**config.mk**
```make
export PLATFORM = sky130hd
export DESIGN_NAME = seg_readback_decoder
export DESIGN_NICKNAME = d
export VERILOG_FILES = /design/src/rtl/seg_readback_decoder.sv
export SDC_FILE = /design/constraint.sdc
export NUM_CORES = 1
export LEC_CHECK = 0
export BUFFER_PORTS_ARGS = -buffer_cell sky130_fd_sc_hd__buf_2
export CORE_ASPECT_RATIO = 1.75
export CORE_MARGIN = 2
export CORE_UTILIZATION = 50
export CTS_CLUSTER_DIAMETER = 40
export DETAILED_ROUTE_END_ITERATION = 7
export HOLD_SLACK_MARGIN = 0.15
export PLACE_DENSITY_LB_ADDON = 0.1
export SETUP_SLACK_MARGIN = 0.05
export SYNTH_ARGS = -nofsm -noshare
export SYNTH_HDL_FRONTEND = slang
export SYNTH_SLANG_ARGS = --single-unit
```
**constraint.sdc**
```tcl
create_clock -name clk_2 -period 2.3 [get_ports clk_2]
set_input_delay 0.115 -clock clk_2 [delete_from_list [all_inputs] [get_ports clk_2]]
set_output_delay 0.115 -clock clk_2 [all_outputs]
set_load 0.1 [all_outputs]
```
**src/rtl/seg_readback_decoder.sv**
```systemverilog
// Seven-segment readback monitor: debounces the SEG bus and decodes the 3-bit result.
// Optional saturating illegal-pattern counter enabled by SEG_ERRCNT_EN.
module seg_readback_decoder #(
    parameter int STABLE_CYCLES = 4,
    parameter int NBITS_SEG     = 8
) (
    input  logic                 clk_2,
    input  logic                 rst_n,
    input  logic [NBITS_SEG-1:0] seg_in,
    input  logic                 out_ready,
    output logic                 out_valid,
    output logic [2:0]           out_value,
    output logic                 out_ovf,
    output logic                 out_invalid,
    output logic                 overrun,
    output logic [7:0]           err_count
);

    typedef enum logic {TRACK, HOLD} state_t;

    localparam logic [7:0] LP_LAST = 8'(STABLE_CYCLES - 1);

    state_t                 r_state;
    state_t                 w_state_nxt;
    logic [NBITS_SEG-1:0]   r_seg_q;
    logic [NBITS_SEG-1:0]   r_last_seg;
    logic                   r_have_last;
    logic [7:0]             r_stab_cnt;
    logic [7:0]             w_cnt_nxt;
    logic                   w_same;
    logic                   w_accept;
    logic                   w_emit;
    logic [2:0]             w_dec_val;
    logic                   w_dec_ovf;
    logic                   w_dec_inv;
    logic                   r_valid;
    logic [2:0]             r_value;
    logic                   r_ovf;
    logic                   r_inv;
    logic                   r_overrun;

    assign w_same   = (seg_in == r_seg_q);
    assign w_accept = w_same && (r_state == TRACK)
                      && (r_stab_cnt == LP_LAST);
    assign w_emit   = w_accept
                      && !(r_have_last && (r_seg_q == r_last_seg));

    always_ff @(posedge clk_2 or negedge rst_n) begin
        if (!rst_n) begin
            r_state    <= TRACK;
            r_seg_q    <= '0;
            r_stab_cnt <= '0;
        end else begin
            r_state    <= w_state_nxt;
            r_seg_q    <= seg_in;
            r_stab_cnt <= w_cnt_nxt;
        end
    end

    always_comb begin
        w_state_nxt = r_state;
        w_cnt_nxt   = r_stab_cnt;
        if (!w_same) begin
            w_state_nxt = TRACK;
            w_cnt_nxt   = '0;
        end else if (r_state == TRACK) begin
            if (w_accept) w_state_nxt = HOLD;
            else          w_cnt_nxt   = r_stab_cnt + 8'd1;
        end
    end

    always_comb begin
        w_dec_val = 3'b000;
        w_dec_ovf = 1'b0;
        w_dec_inv = 1'b0;
        case (r_seg_q)
            8'h3F:   w_dec_val = 3'b000;
            8'h06:   w_dec_val = 3'b001;
            8'h5B:   w_dec_val = 3'b010;
            8'h4F:   w_dec_val = 3'b011;
            8'hE6:   w_dec_val = 3'b100;
            8'hCF:   w_dec_val = 3'b101;
            8'hDB:   w_dec_val = 3'b110;
            8'h86:   w_dec_val = 3'b111;
            8'h80:   w_dec_ovf = 1'b1;
            default: w_dec_inv = 1'b1;
        endcase
    end

    always_ff @(posedge clk_2 or negedge rst_n) begin
        if (!rst_n) begin
            r_last_seg  <= '0;
            r_have_last <= 1'b0;
            r_valid     <= 1'b0;
            r_value     <= '0;
            r_ovf       <= 1'b0;
            r_inv       <= 1'b0;
            r_overrun   <= 1'b0;
        end else begin
            if (w_emit) begin
                r_last_seg  <= r_seg_q;
                r_have_last <= 1'b1;
            end
            // A stalled consumer keeps its data; the new pattern is dropped.
            if (w_emit && (!r_valid || out_ready)) begin
                r_valid <= 1'b1;
                r_value <= w_dec_val;
                r_ovf   <= w_dec_ovf;
                r_inv   <= w_dec_inv;
            end else if (w_emit) begin
                r_overrun <= 1'b1;
            end else if (r_valid && out_ready) begin
                r_valid <= 1'b0;
            end
        end
    end

`ifdef SEG_ERRCNT_EN
    logic [7:0] r_err_cnt;

    always_ff @(posedge clk_2 or negedge rst_n) begin
        if (!rst_n) begin
            r_err_cnt <= '0;
        end else if (w_emit && w_dec_inv && (r_err_cnt != 8'hFF)) begin
            r_err_cnt <= r_err_cnt + 8'd1;
        end
    end

    assign err_count = r_err_cnt;
`else
    assign err_count = '0;
`endif

    assign out_valid   = r_valid;
    assign out_value   = r_value;
    assign out_ovf     = r_ovf;
    assign out_invalid = r_inv;
    assign overrun     = r_overrun;

endmodule
```
### Word level (Yosys, flattened, before mapping)

Cells that the tools add are included.

* output and inout port bits: 15
* word-level logic and storage cells: 54
* register bits: 33

* equal/unequal tests: 15
* bitwise operators: 2
* $add $sub $neg: 1
* reduce and logical (&&, ||, !) cells: 14
* muxes and demuxes: 12

Operators with widths (number)
* $eq 8x8->1 const B: 5
* $mux 8: 3
* $pmux 3 s7: 1
* $eq 8x7->1 const B: 2
* $eq 8x8->1: 2
* $reduce_or 9->1: 1
* $add 8x1->8 const B: 1
* $eq 8x2->1 const B: 1
* $eq 8x3->1 const B: 1
* $eq 8x6->1 const B: 1
* $mux 1: 8
* $logic_and 1x1->1: 6
* $reduce_and 2->1: 3
* $ne 2x2->1 const B: 2
* $logic_not 1->1: 2
* $ne 2x1->1 const B: 1
* $not 1->1: 2
* $reduce_bool 2->1: 1
* $logic_or 1x1->1: 1

### Logic depth before layout (Yosys ltp)

* word-level depth: 7
* gate-level depth with buffers: 7
* depth with buffers taken out: 6

### Least setup slack after synthesis

Ideal clock, no wire load.

* kind: reg-to-reg
* start: register r_seg_q[6]
* end: register r_last_seg[0]
* period minus slack after synthesis: 2292 ps
* arrival time: 2168 ps
* buffers on the path: 2
* cell stages (with the launch flop): 8
* required time: 2175 ps
* slack: 8 ps
* setup time: 125 ps
* cell sequence: dfrtp_1 buf_2 xor2_1 nor4_1 nand2_1 buf_2 nor4_4 mux2_2

* cells in the longest elaborated chain, start to end: 4

Ends and longest elaborated chain
* from (decl): RTL line 25 `logic [NBITS_SEG-1:0] r_seg_q;`
* from (signal assigned): RTL line 55 `r_seg_q <= seg_in;`
* $eq 8x8->1 (on tied branches): RTL line 42, 46
* $logic_and 1x1->1 (on tied branches): RTL line 43, 46
* $logic_and 1x1->1 or $logic_not 1->1 (tied branches): RTL line 44, 46
* $logic_and 1x1->1 (*): RTL line 46 `&& !(r_have_last && (r_seg_q == r_last_seg));`
* to (signal assigned): RTL line 101 `r_last_seg <= r_seg_q;`
* to (decl): RTL line 26 `logic [NBITS_SEG-1:0] r_last_seg;`

Every way passes the cells marked *; elsewhere a longest branch is shown, timed or not.
A chain may end at the register's enable or synchronous reset.

### Worst setup path after layout

* start: input port seg_in[7]
* end: register r_last_seg[1]

* cells in the longest elaborated chain, start to end: 4

Ends and longest elaborated chain
* from (decl): RTL line 9 `input logic [NBITS_SEG-1:0] seg_in,`
* $eq 8x8->1: RTL line 42 `assign w_same = (seg_in == r_seg_q);`
* $logic_and 1x1->1: RTL line 43 `assign w_accept = w_same && (r_state == TRACK)`
* $logic_and 1x1->1: RTL line 44 `&& (r_stab_cnt == LP_LAST);`
* $logic_and 1x1->1: RTL line 46

No other way between the ends.

==> impl_metrics.toml <==
[grt]
grt_pass1_vias = 1295
grt_max_degree = 34
antenna_found_initial = 0
grt_overflow = 0
grt_use_total = 0.209
grt_pass1_wl_um = 5680

[clock_tree]
numCtsBuffers = 5
clockBufferDepth = 2
clk_latency_ns = 0.28
cts_setup_buffers = 0
cts_tree = "built"
cts.sinks = 33
clockRootBuffer = "clkbuf_8"
h-tree-depth = 2
clkSlewWorstSetupHoldPaths_ns = 0.07

[finish]
nNetsFinal = 200
seqCellArea_um2 = 826
antenna_cells = 0
drive_above_1_share = 0.296
multiInputGateArea_um2 = 796
fillers = 289
area_growth_pct = 22.4
fin_cells = 232

[timing]
setup_tns_ns = 0
finalSetupViolCount = 0
fmax_mhz = 469
rsz0062_at_grt = "false"
slew_viol_final = 0
fin_crit_sh = 0.927
fin_crit_ns = 2.13
hold-worst-slack_ns = 0.182
hold_viol = 0
slew_headroom = 0.510
skew_ns = 0.00352
tightest_slew_ns = 0.735

[setup_path]
r2r_slack_ns = 0.27
crit_path_end_kind = "flop"
slowest_stage = "dlygate4sd3_1"
crit_family = "buffers and inverters"
start_kind = "primary input"
cp.required_ns = 2.47
max_stage_delay_ns = 0.55
cp_num_buf_inv = 3
crit_chain = "dlygate4sd3_1 -> buf_2 -> xor2_1 -> nor4_2 -> nand2_1 -> nor4_4 -> buf_4 -> mux2_2"
critPathKind = "in2reg"
arrival_ns = 2.30
cp_max_fo = 10

[run]
max-cap-violations = 0

[pwr]
ir_drop_mv = 0.405
power_density_mw_per_mm2 = 634
p_total_mw = 1.31
p_leak_nw = 0.959

[die]
initial_core_util = 0.531
die_area_mm2 = 0.00387
die_w_um = 47.9
io_pins = 26
die_y_um = 80.8
coreArea_mm2 = 0.00318
rows = 27

[run_status]
status = "complete, no violations"

[synth]
synth_cell_types = 39
syn_avg_cell_area_um2 = 11.0
synth_top_area_cell = "dfrtp_1"
yosysWarnings = 0
async_flop_share = 1.00
synth-edff-count = 0
syn-cell-area_mm2 = 0.00169
synth_area_leaders = "dfrtp_1 (49%), mux2_2 (8.0%), xnor2_1 (6.8%)"
ys.flop_type = "dfrtp_1"
synth-seq-cells = 33
syn-instance-count = 153
seq_area_frac_synth = 0.490
synth_top_area_frac = 0.490

[detailed_routing]
first_pass_iters = 4
postRouteWirelength_um = 3340
num_vias = 1187
viasPerCell = 5.12
first_iter_violations = 9
drc = 0
final_antenna_net_count = 0
post_drt_wl_per_cell_um = 14.4

[min_path]
holdCritPathClass = "in2reg"

[place]
hpwl_um = 2490
place.port_buffers = 17
gp_congestion = 0.776
placed_cells = 215
layout make-up:
cell class                 instances  area share
sequential                        33       0.400
multi-input combinational        109       0.385
timing repair buffer              38       0.128
clock buffer                       6      0.0400
tap                               43      0.0261
clock inverter                     2      0.0182
inverter                           1     0.00182
sequential cells by signal (all words and copies together) (netlist names):
register     cells
r_last_seg       8
r_seg_q          8
r_stab_cnt       8
out_value        3
out_invalid      1
out_ovf          1
out_valid        1
overrun          1
r_have_last      1
r_state          1
path summary, 6_finish.rpt:
check | depth (start not counted) | startpoint | end
worst max-delay path | 8 | seg_in[7] | r_last_seg[1]
worst min-delay path | 3 | out_ready | overrun
worst max register to register | 6 | r_seg_q[0] | r_last_seg[1]
worst min register to register | 1 | overrun | overrun
max in group asynchronous | 2 | rst_n | r_stab_cnt[6]
min in group asynchronous | 2 | rst_n | r_seg_q[6]
layout by cell type, fill, tap and decap left out, drive strengths merged, types with 4 or more instances in the layout:
| master | count |
|---|---|
| mux2 | 12 |
| nor2 | 15 |
| conb | 8 |
| dfrtp | 33 |
| xnor2 | 13 |
| nand4 | 4 |
| dlygate4sd3 | 9 |
| nand3 | 4 |
| xor2 | 9 |
| nand2 | 8 |
| nor4 | 4 |
| buf | 29 |
| clkbuf | 6 |
stage by stage:
step	util	area, um^2	setup WS, ns
2_1_floorplan	-	1720	0.0327
3_3_place_gp	0.580	1840	0.182
3_5_place_dp	0.580	1840	0.150
4_1_cts	0.646	2050	0.0769
5_1_grt	0.650	2060	0.0579
6_report	0.650	2060	0.167
cells in the mapped netlist, types with 2 or more instances:
master,number
nand3b_1,2
clkbuf_1,4
nand2_1,8
a21oi_1,2
xnor2_1,13
mux2_2,12
nand4_1,4
xor2_1,9
buf_2,5
nand3_1,4
nor2b_1,2
nor4_1,3
nor2_1,15
dfrtp_1,33
buf_4,8
mux2i_1,3
nor3_1,2
nand2b_1,3
power breakdown:
part           internal (mW)  switching, mW  leakage, nW  total [mW]
sequential             0.588        0.00552        0.437       0.593
clock                  0.352          0.213       0.0574       0.565
combinational         0.0434          0.107        0.464       0.150
cells by family after synthesis:
family / count (synthesis) / synth area share
other: 1 / 0.00222
AO/OA/AOI/OAI: 7 / 0.0304
adder cells (fa/ha/maj): 1 / 0.00742
multiplexers: 15 / 0.0979
flip-flops: 33 / 0.490
XOR/XNOR: 22 / 0.114
AND/OR/NAND/NOR: 56 / 0.197
buffers and inverters: 18 / 0.0616
layer usage:
layer | vias up | track usage | share of wire
met5 | - | 0 | 0
met4 | 0 | 0.132 | 0.042
met3 | 16 | 0.0356 | 0.022
met2 | 25 | 0.356 | 0.59
met1 | 569 | 0.222 | 0.35
li1 | 577 | - | -
timing repair:
action	CTS	global route
resized for setup	0	2
endpoints found under the setup margin	0	12
hold endpoints to repair	41	0
hold buffers	9	0
tightest hold or removal path, cell delays in order:
cell	delay [ns]
buf_2	0.07
nor2b_1	0.07
a21o_1	0.16
Power figures use the tool's default switching activity.
